===== src/rtl/calc_display_pkg.sv =====
// rtl/calc_display_pkg.sv - shared types and constants for the calculator display driver
//
// Purpose: conversion FSM state type, segment constants and the BCD-to-segment
// table shared by calc_display_driver and seven_seg_decode.
// Segment encoding is {g,f,e,d,c,b,a}, active-high.
package calc_display_pkg;

    typedef enum logic [1:0] {
        IDLE   = 2'd0,
        SHIFT  = 2'd1,
        COMMIT = 2'd2
    } DispState;

    localparam logic [6:0] SEG_BLANK  = 7'b0000000;
    localparam logic [6:0] SEG_MINUS  = 7'b1000000;
    localparam int         NUM_DIGITS = 3;

    // Index 0 is the rightmost entry of the concatenation.
    localparam logic [9:0][6:0] SEG_TABLE = {
        7'b1101111,   // 9
        7'b1111111,   // 8
        7'b0000111,   // 7
        7'b1111101,   // 6
        7'b1101101,   // 5
        7'b1100110,   // 4
        7'b1001111,   // 3
        7'b1011011,   // 2
        7'b0000110,   // 1
        7'b0111111    // 0
    };

    // Non-decimal codes are never produced by the converter; show them blank.
    function automatic logic [6:0] bcd_to_seg(input logic [3:0] digit);
        logic [6:0] seg;
        if (digit > 4'd9) begin
            seg = SEG_BLANK;
        end else begin
            seg = SEG_TABLE[digit];
        end
        return seg;
    endfunction

endpackage


===== src/rtl/calc_display_driver_seven_seg_decode.sv =====
// rtl/calc_display_driver_seven_seg_decode.sv - combinational BCD digit to 7-segment decoder
//
// Purpose: turns one BCD digit into segment drive, or all-off when blanked.
// Ports:
//   i_bcd   in  4  BCD digit 0..9
//   i_blank in  1  force all segments off
//   o_seg   out 7  segment drive {g,f,e,d,c,b,a}, active-high
module seven_seg_decode
    import calc_display_pkg::*;
(
    input  logic [3:0] i_bcd,
    input  logic       i_blank,
    output logic [6:0] o_seg
);

    always_comb begin
        o_seg = SEG_BLANK;
        if (!i_blank) begin
            o_seg = bcd_to_seg(i_bcd);
        end
    end

endmodule


===== src/rtl/calc_display_driver.sv =====
// rtl/calc_display_driver.sv - binary to BCD converter with multiplexed 7-segment scanner
//
// Purpose: a sequential double-dabble FSM converts each new NumIn value to
// three BCD digits; an independent refresh scanner time-multiplexes them onto
// a 4-position display with leading-zero blanking.
// Optional feature macro: SIGNED_DISPLAY_EN (two's complement input, sign slot).
// Parameters:
//   REFRESH_DIV  cycles each digit position stays enabled (>= 2)
//   NUM_BITS     binary input width (8)
// Ports:
//   clock    in  1   system clock, rising edge
//   Reset    in  1   asynchronous active-high reset
//   NumIn    in  8   value from the accumulator
//   Seg      out 7   registered segment drive {g,f,e,d,c,b,a}
//   DigitEn  out 4   one-hot position enable: units, tens, hundreds, sign
//   Busy     out 1   conversion in progress
//   BcdOut   out 12  committed BCD {hundreds, tens, units}
module calc_display_driver
    import calc_display_pkg::*;
#(
    parameter int REFRESH_DIV = 1024,
    parameter int NUM_BITS    = 8
) (
    input  logic                    clock,
    input  logic                    Reset,
    input  logic [NUM_BITS-1:0]     NumIn,
    output logic [6:0]              Seg,
    output logic [3:0]              DigitEn,
    output logic                    Busy,
    output logic [4*NUM_DIGITS-1:0] BcdOut
);

    localparam int BCD_W = 4 * NUM_DIGITS;
    localparam int BIT_W = $clog2(NUM_BITS);
    localparam int CNT_W = $clog2(REFRESH_DIV);
    localparam logic [BIT_W-1:0] BIT_LAST = BIT_W'(NUM_BITS - 1);
    localparam logic [CNT_W-1:0] CNT_LAST = CNT_W'(REFRESH_DIV - 1);
`ifdef SIGNED_DISPLAY_EN
    localparam int NUM_SLOTS = 4;
`else
    localparam int NUM_SLOTS = 3;
`endif

    // ------------------------------------------------------------------
    // Conversion FSM
    // ------------------------------------------------------------------
    DispState              r_state;
    logic [NUM_BITS-1:0]   r_shown;
    logic [NUM_BITS-1:0]   r_operand;
    logic [BCD_W-1:0]      r_scratch;
    logic [BCD_W-1:0]      r_bcd;
    logic [BIT_W-1:0]      r_bit_cnt;
    logic                  r_busy;

    logic [NUM_BITS-1:0]   w_mag;
    logic                  w_changed;
    logic [BCD_W-1:0]      w_adj;

`ifdef SIGNED_DISPLAY_EN
    logic                  w_neg;
    logic                  r_neg_shown;
    logic                  r_neg_op;
    logic                  r_neg_bcd;

    // -128 negates to itself, which read as unsigned is the wanted magnitude 128.
    assign w_neg     = NumIn[NUM_BITS-1];
    assign w_mag     = w_neg ? (~NumIn + NUM_BITS'(1)) : NumIn;
    // Sign is part of the identity of the shown value, so -5 after +5 reconverts.
    assign w_changed = (w_mag != r_shown) || (w_neg != r_neg_shown);
`else
    assign w_mag     = NumIn;
    assign w_changed = (w_mag != r_shown);
`endif

    // Double-dabble correction: every nibble >= 5 gets +3 before the shift.
    always_comb begin
        w_adj = r_scratch;
        for (int d = 0; d < NUM_DIGITS; d++) begin
            if (r_scratch[4*d +: 4] >= 4'd5) begin
                w_adj[4*d +: 4] = r_scratch[4*d +: 4] + 4'd3;
            end
        end
    end

    always_ff @(posedge clock or posedge Reset) begin
        if (Reset) begin
            r_state     <= IDLE;
            r_shown     <= '0;
            r_operand   <= '0;
            r_scratch   <= '0;
            r_bcd       <= '0;
            r_bit_cnt   <= '0;
            r_busy      <= 1'b0;
`ifdef SIGNED_DISPLAY_EN
            r_neg_shown <= 1'b0;
            r_neg_op    <= 1'b0;
            r_neg_bcd   <= 1'b0;
`endif
        end else begin
            case (r_state)
                IDLE: begin
                    if (w_changed) begin
                        r_operand   <= w_mag;
                        r_shown     <= w_mag;
                        r_scratch   <= '0;
                        r_bit_cnt   <= '0;
                        r_busy      <= 1'b1;
                        r_state     <= SHIFT;
`ifdef SIGNED_DISPLAY_EN
                        r_neg_shown <= w_neg;
                        r_neg_op    <= w_neg;
`endif
                    end
                end
                SHIFT: begin
                    {r_scratch, r_operand} <= {w_adj, r_operand} << 1;
                    r_bit_cnt              <= r_bit_cnt + BIT_W'(1);
                    if (r_bit_cnt == BIT_LAST) begin
                        r_state <= COMMIT;
                    end
                end
                COMMIT: begin
                    r_bcd     <= r_scratch;
                    r_busy    <= 1'b0;
                    r_state   <= IDLE;
`ifdef SIGNED_DISPLAY_EN
                    r_neg_bcd <= r_neg_op;
`endif
                end
                default: begin
                    r_state <= IDLE;
                    r_busy  <= 1'b0;
                end
            endcase
        end
    end

    // ------------------------------------------------------------------
    // Refresh scanner
    // ------------------------------------------------------------------
    logic [CNT_W-1:0]     r_scan_cnt;
    logic [NUM_SLOTS-1:0] r_digit_en;
    logic [6:0]           r_seg;

    logic [NUM_SLOTS-1:0] w_next_en;
    logic [3:0]           w_digit;
    logic                 w_blank;
    logic [6:0]           w_seg_dec;
    logic [6:0]           w_seg_next;

    assign w_next_en = {r_digit_en[NUM_SLOTS-2:0], r_digit_en[NUM_SLOTS-1]};

    // Seg is decoded for the position about to be enabled, so it and DigitEn
    // change together and stay stable for the whole slot.
    always_comb begin
        w_digit = r_bcd[3:0];
        w_blank = 1'b0;
        if (w_next_en[1]) begin
            w_digit = r_bcd[7:4];
            w_blank = (r_bcd[11:4] == 8'h00);
        end else if (w_next_en[2]) begin
            w_digit = r_bcd[11:8];
            w_blank = (r_bcd[11:8] == 4'h0);
        end
    end

    seven_seg_decode u_decode (
        .i_bcd   (w_digit),
        .i_blank (w_blank),
        .o_seg   (w_seg_dec)
    );

    always_comb begin
        w_seg_next = w_seg_dec;
`ifdef SIGNED_DISPLAY_EN
        if (w_next_en[3]) begin
            w_seg_next = r_neg_bcd ? SEG_MINUS : SEG_BLANK;
        end
`endif
    end

    always_ff @(posedge clock or posedge Reset) begin
        if (Reset) begin
            r_scan_cnt <= '0;
            r_digit_en <= NUM_SLOTS'(1);
            r_seg      <= SEG_TABLE[0];
        end else if (r_scan_cnt == CNT_LAST) begin
            r_scan_cnt <= '0;
            r_digit_en <= w_next_en;
            r_seg      <= w_seg_next;
        end else begin
            r_scan_cnt <= r_scan_cnt + CNT_W'(1);
        end
    end

    // ------------------------------------------------------------------
    // Outputs
    // ------------------------------------------------------------------
`ifdef SIGNED_DISPLAY_EN
    assign DigitEn = r_digit_en;
`else
    assign DigitEn = {1'b0, r_digit_en};
`endif
    assign Seg    = r_seg;
    assign Busy   = r_busy;
    assign BcdOut = r_bcd;

endmodule


===== config.mk =====
export PLATFORM = sky130hd
export DESIGN_NAME = calc_display_driver
export DESIGN_NICKNAME = d
export VERILOG_FILES = /design/src/rtl/calc_display_pkg.sv /design/src/rtl/calc_display_driver_seven_seg_decode.sv /design/src/rtl/calc_display_driver.sv
export SDC_FILE = /design/constraint.sdc
export NUM_CORES = 1
export LEC_CHECK = 0
export CAP_MARGIN = 5
export CELL_PAD_IN_SITES_DETAIL_PLACEMENT = 0
export CELL_PAD_IN_SITES_GLOBAL_PLACEMENT = 2
export CORE_ASPECT_RATIO = 0.75
export CORE_MARGIN = 2
export CORE_UTILIZATION = 38
export CTS_CLUSTER_DIAMETER = 200
export CTS_CLUSTER_SIZE = 25
export DETAILED_ROUTE_END_ITERATION = 8
export PLACE_DENSITY_LB_ADDON = 0.08
export SKIP_LAST_GASP = 1
export SLEW_MARGIN = 0
export SYNTH_ARGS = -nofsm -noshare
export SYNTH_HDL_FRONTEND = slang
export SYNTH_SLANG_ARGS = --single-unit

===== constraint.sdc =====
create_clock -name clock -period 2.59 [get_ports clock]
set_clock_uncertainty 0.15 [all_clocks]
set_input_delay 0.3885 -clock clock [delete_from_list [all_inputs] [get_ports clock]]
set_output_delay 0.3885 -clock clock [all_outputs]
set_load 0.01 [all_outputs]

* Word level (Yosys, flattened, before mapping)
Memory sizes are Yosys's and may differ from the RTL's.
Cells that the tools add are included.
** Word-level totals
- Memories :: 1
- Flip-flop bits (word level) :: 66
- Output and inout port bits :: 24
- Input port bits :: 10
- Word-level logic and storage cells :: 59
- ROM bits :: 112
** Memory list
- (no name shown) :: words 16, bits a word 7, read ports 1, clocked after Yosys merged registers in 0, wr ports 0, line calc_display_pkg.sv:38 : seg = SEG_TABLE[digit];
** Cells by class
- Reduce and logical (&&, ||, !) cells :: 8
- $add $sub $neg :: 5
- Mux-type cells :: 22
- Equality and inequality tests :: 7
- Magnitude comparators :: 5
- Bitwise logic cells :: 1
** Operators with widths (count)
- $pmux 12 s2 :: 1
- $mux 7 :: 3
- $mux 4 :: 4
- $pmux 8 s2 :: 1
- $ge 4x3->1 const B :: 3
- $mux 12 :: 1
- $add 10x1->10 const B :: 1
- $eq 10x10->1 const B :: 1
- $mux 10 :: 1
- $add 4x2->4 const B :: 2
- $logic_not 8->1 :: 1
- $mux 8 :: 1
- $ne 8x8->1 :: 1
- $reduce_and 2->1 :: 4
- $mux 3 :: 2
- $pmux 3 s2 :: 1
- $lt 4x5->1 const B :: 1
- $gt 4x4->1 const B :: 1
- $logic_not 4->1 :: 1
- $mux 2 :: 2
- $ne 2x2->1 const B :: 2
- $pmux 2 s2 :: 1
- $add 3x1->3 const B :: 1
- $add 3x2->3 const B :: 1
- other kinds (8) :: 10

* Logic depth before layout (Yosys ltp)
- Word-level depth :: 6
- Mapped depth :: 10
- Mapped depth without buffers :: 8

* Modules after synthesis
From an unflattened synthesis, not the netlist that was laid out.
** Unflattened totals
- Cell total of the unflattened synthesis :: 294
- Area total of the unflattened synthesis :: 3328.2 sq um
** By module, submodules not included
- calc_display_driver :: cells each 264, area an instance 3121.7 sq um, sequential area each 1660.3 sq um, times used 1
- seven_seg_decode :: cells each 30, area an instance 206.4 sq um, sequential area each 0.0 sq um, times used 1

* Worst setup path before layout
OpenSTA, ideal clock, no wires.
- Path kind :: register to register
- From :: register r_digit_en[0]
- To :: register r_seg[6] (netlist: Seg[6])
- Path buffers :: 2
- Data required time :: 2.315 ns
- Arrival :: 1.932 ns
- Library setup time :: 0.125 ns
- Path slack :: 0.383 ns
- Cell stages (with the launch flop) :: 9
- Clock period less this slack :: 2.207 ns
- Cell sequence :: dfstp_2 -> buf_12 -> clkbuf_8 -> mux2i_1 -> inv_1 -> ha_1 -> o21ai_0 -> a32o_2 -> o31ai_2
** On the way
- Word-level cells in the longest chain between the ends :: 5
- Elaborated cells between the ends (all ways) :: 7
- Those cells by class :: order compare: 1; mux: 5; memory: 1
** Ends and longest elaborated chain
- start, declared :: line calc_display_driver.sv:142 : logic [NUM_SLOTS-1:0] r_digit_en;
- start signal, assigned :: line calc_display_driver.sv:189 : r_digit_en <= w_next_en;
- $mux 4 :: line calc_display_driver.sv:158 : if (w_next_en[1]) begin
- $mem_v2 16x7
- $mux 7 (not written as such) :: line calc_display_pkg.sv:38
- $mux 7 :: line calc_display_pkg.sv:35 : if (digit > 4'd9) begin
- $mux 7 * :: line calc_display_driver_seven_seg_decode.sv:18 : if (!i_blank) begin
- end signal, assigned :: line calc_display_driver.sv:186 : r_seg <= SEG_TABLE[0];
- end signal, assigned :: line calc_display_driver.sv:190 : r_seg <= w_seg_next;
- end, declared :: line calc_display_driver.sv:143 : logic [6:0] r_seg;
Every way passes the cells marked *; elsewhere a longest branch is shown, timed or not. The select of a mux whose other input is x is not followed.
A chain may end at the register's enable or synchronous reset.

* Worst setup path after layout
- From :: register r_digit_en[0]
- To :: output DigitEn[0]
** RTL lines
- end, declared :: line calc_display_driver.sv:28 : output logic [3:0] DigitEn,
No word-level cell between the ends.

==> results.toml <==
[logic_synthesis]
synth_most_common_cell = "dfrtp_1"
synth_area_leaders = "dfrtp_1, dfstp_2, mux2_2, ha_1, xnor2_1"
synth_area_per_cell_sq_um = 11.4
async_reset_ff_share_pct = 100
synth_top_area_share_pct = 44.2
yosysTopAreaCell = "dfrtp_1"
synth_fp_nets = 316
ys_types = 50
synth_cells = 292
ys.flop_type = "dfrtp_1"
synth_common_cells = "dfrtp_1, nand2_1, o21ai_0"
seq_area_frac_synth_pct = 49.7
yosysWarnings = 0
syn_area_sq_um = 3340
synth_edf_count = 0
ys_ff_latch = 66

[placed_design]
place_hpwl_microns = 4860
dpl_cell_area_sq_um = 3810
io_buffers = 32
globalplace.congestion = 0.712

[global_route]
grt_start_max_net_pins = 67
grt_pass1_vias = 2320
antenna_found_initial = 0
grt_pass1_wl_microns = 11800
grt_overflow_total = 0
track_usage_pct = 16.0

[timing]
maxSlewViolCount = 0
finalSetupTns_ns = 0
rsz0062_at_grt = "no"
fin_crit_sh_pct = 87.5
timing.slew.headroom_pct = 54.8
worstMarginPinSlew_ns = 0.678
final-hold-violation-count = 0
finalCriticalPeriod_ns = 2.27
fmax_mhz = 441
setup_viol = 0

[clocking]
cts_num_sinks = 66
clk_latency_ns = 0.33
clk_pin_slew_worst_paths_ns = 0.06
cts_made_buffers = 9
post-cts-setup-buffer-count = 0
cts_tree = "yes"
h-tree-depth = 3
cts_buffer_depth = 2
postCtsHoldBufs = 0
cts_resized = 0
cts-root-buf = "clkbuf_16"

[worst_hold_path]
hp-class = "primary input to async pin"

[drt]
wirelength_microns = 6980
drc = 0
wl_per_cell_microns = 15.6
vias_per_cell = 5.15
first_pass_iters = 5
vias = 2308
drt_iter0_markers = 116
ant_nets = 0

[power]
powerDensity_nw_per_um2 = 1120
p_sw_mw = 1.55
power_frac_comb_pct = 38.3
pwr-share-seq_pct = 36.2
p_int_mw = 3.06
leakagePower_nw = 1.81
p_clk_share_pct = 25.5
vdd_drop_max_mv = 0.642
switching_share_pct = 33.6
fin_total_pwr_mw = 4.61

[floorplanning]
core_area_sq_um = 8490
dieArea_sq_um = 9570
die_w_microns = 112
rows = 29
start_util_pct = 39.4
die_h_microns = 85.2
io_pins = 34

[critical_path]
rr_startpoint = "r_digit_en[1]"
rrSetupSlack_ns = 0.37
startpoint_type = "register"
end_kind = "output port"
path_class = "register to output port"
critical_path.max_fanout = 12
critPathRequiredTime_ns = 2.05
arrival_ns = 1.73
reg2reg_to = "Seg[6]"
r2r_cells = 7

[final_layout]
diodes = 0
drive_gt1_share_pct = 18.8
final_util_pct = 48.3
area_growth_pct = 22.7
final_nets = 359
design_area_sq_um = 4100

[run]
maxCapViolCount = 0

[run_status]
status = "finished, final reports clean"
cells in the final DEF, fill, tap and decap left out, types with 4 or more instances in the layout:
| cell | Yosys | routed |
|---|---|---|
| a21oi_1 | 9 | 9 |
| a221o_1 | 7 | 7 |
| a22o_1 | 10 | 10 |
| and2_1 | 9 | 9 |
| buf_4 | 1 | 12 |
| clkbuf_16 | 0 | 9 |
| clkdlybuf4s50_1 | 0 | 32 |
| clkinv_2 | 0 | 4 |
| dfrtp_1 | 59 | 59 |
| dfstp_2 | 7 | 7 |
| ha_1 | 14 | 14 |
| inv_1 | 13 | 12 |
| mux2_2 | 16 | 16 |
| mux2i_1 | 7 | 7 |
| nand2_1 | 27 | 27 |
| nand2b_1 | 6 | 6 |
| nand3_1 | 5 | 5 |
| nor2_1 | 6 | 6 |
| o21ai_0 | 17 | 17 |
| o31ai_2 | 5 | 6 |
| or3_1 | 5 | 5 |
| xnor2_1 | 14 | 14 |
final cells by class:
class                      instances  area, sq um
tap                              108          135
inverter                          13         48.8
fill                             813         4390
timing repair buffer              45          430
multi-input combinational        200         1540
sequential                        66         1660
clock buffer                      10          229
clock inverter                     6         57.6
kinds of logic after synthesis:
group	count (synthesis)	synth area share, %
other cells	1	0.112
mux	25	8.38
xor+xnor	17	4.45
buf+inv	26	4.42
compound gates	74	17.3
simple gates	69	10.5
flops	66	49.7
fa+ha+maj	14	5.24
how the worst max path moves through the flow:
stage	start	end	slack (ns)
after floorplan	r_digit_en[0]	Seg[6]	0.38
after global placement	NumIn[4]	r_operand[6]	0.25
after detailed placement	NumIn[4]	r_operand[6]	0.22
after CTS	r_digit_en[0]	DigitEn[0]	0.31
after global routing	r_digit_en[1]	Seg[6]	0.20
final	r_digit_en[0]	DigitEn[0]	0.32
worst max-delay path, cell delays in order, from the launching register on:
cell	delay [ns]
dfstp_2	0.64
buf_4	0.21
clkdlybuf4s50_1	0.55
sequential cells by signal, summed over array words and instances, names as in the netlist, 2 cells and up:
name,count
BcdOut,12
r_scratch,12
r_scan_cnt,10
r_operand,8
r_shown,8
Seg,7
r_bit_cnt,3
r_digit_en,3
r_state,2
stage by stage:
| stage | setup slack, ns | cells | hold WS (ns) |
|---|---|---|---|
| 2_1_floorplan | 0.383 | 292 | 0.292 |
| 3_3_place_gp | 0.249 | 432 | 0.305 |
| 3_5_place_dp | 0.224 | 432 | 0.316 |
| 4_1_cts | 0.308 | 448 | 0.315 |
| 5_1_grt | 0.202 | 448 | 0.337 |
| 6_report | 0.325 | 448 | 0.278 |
routing by layer:
metal	global-route usage (%)	routed length, microns	vias to the layer above
li1	-	-	1139
met1	23.9	3750	1128
met2	22.1	2900	33
met3	5.00	246	8
met4	4.66	86	0
met5	0	0	-
power groups by stage:
| stage | Sequential, mW | Combinational, mW | Clock [mW] |
|---|---|---|---|
| 3_5_place_dp | 1.68 | 1.78 | 0 |
| 4_1_cts | 1.67 | 1.79 | 1.21 |
| 5_1_grt | 1.72 | 2.00 | 1.25 |
| 3_3_place_gp | 1.69 | 1.77 | 0 |
| 6_report | 1.67 | 1.77 | 1.17 |
| 2_1_floorplan | 1.63 | 1.22 | 0 |
Power figures use the tool's default switching activity.
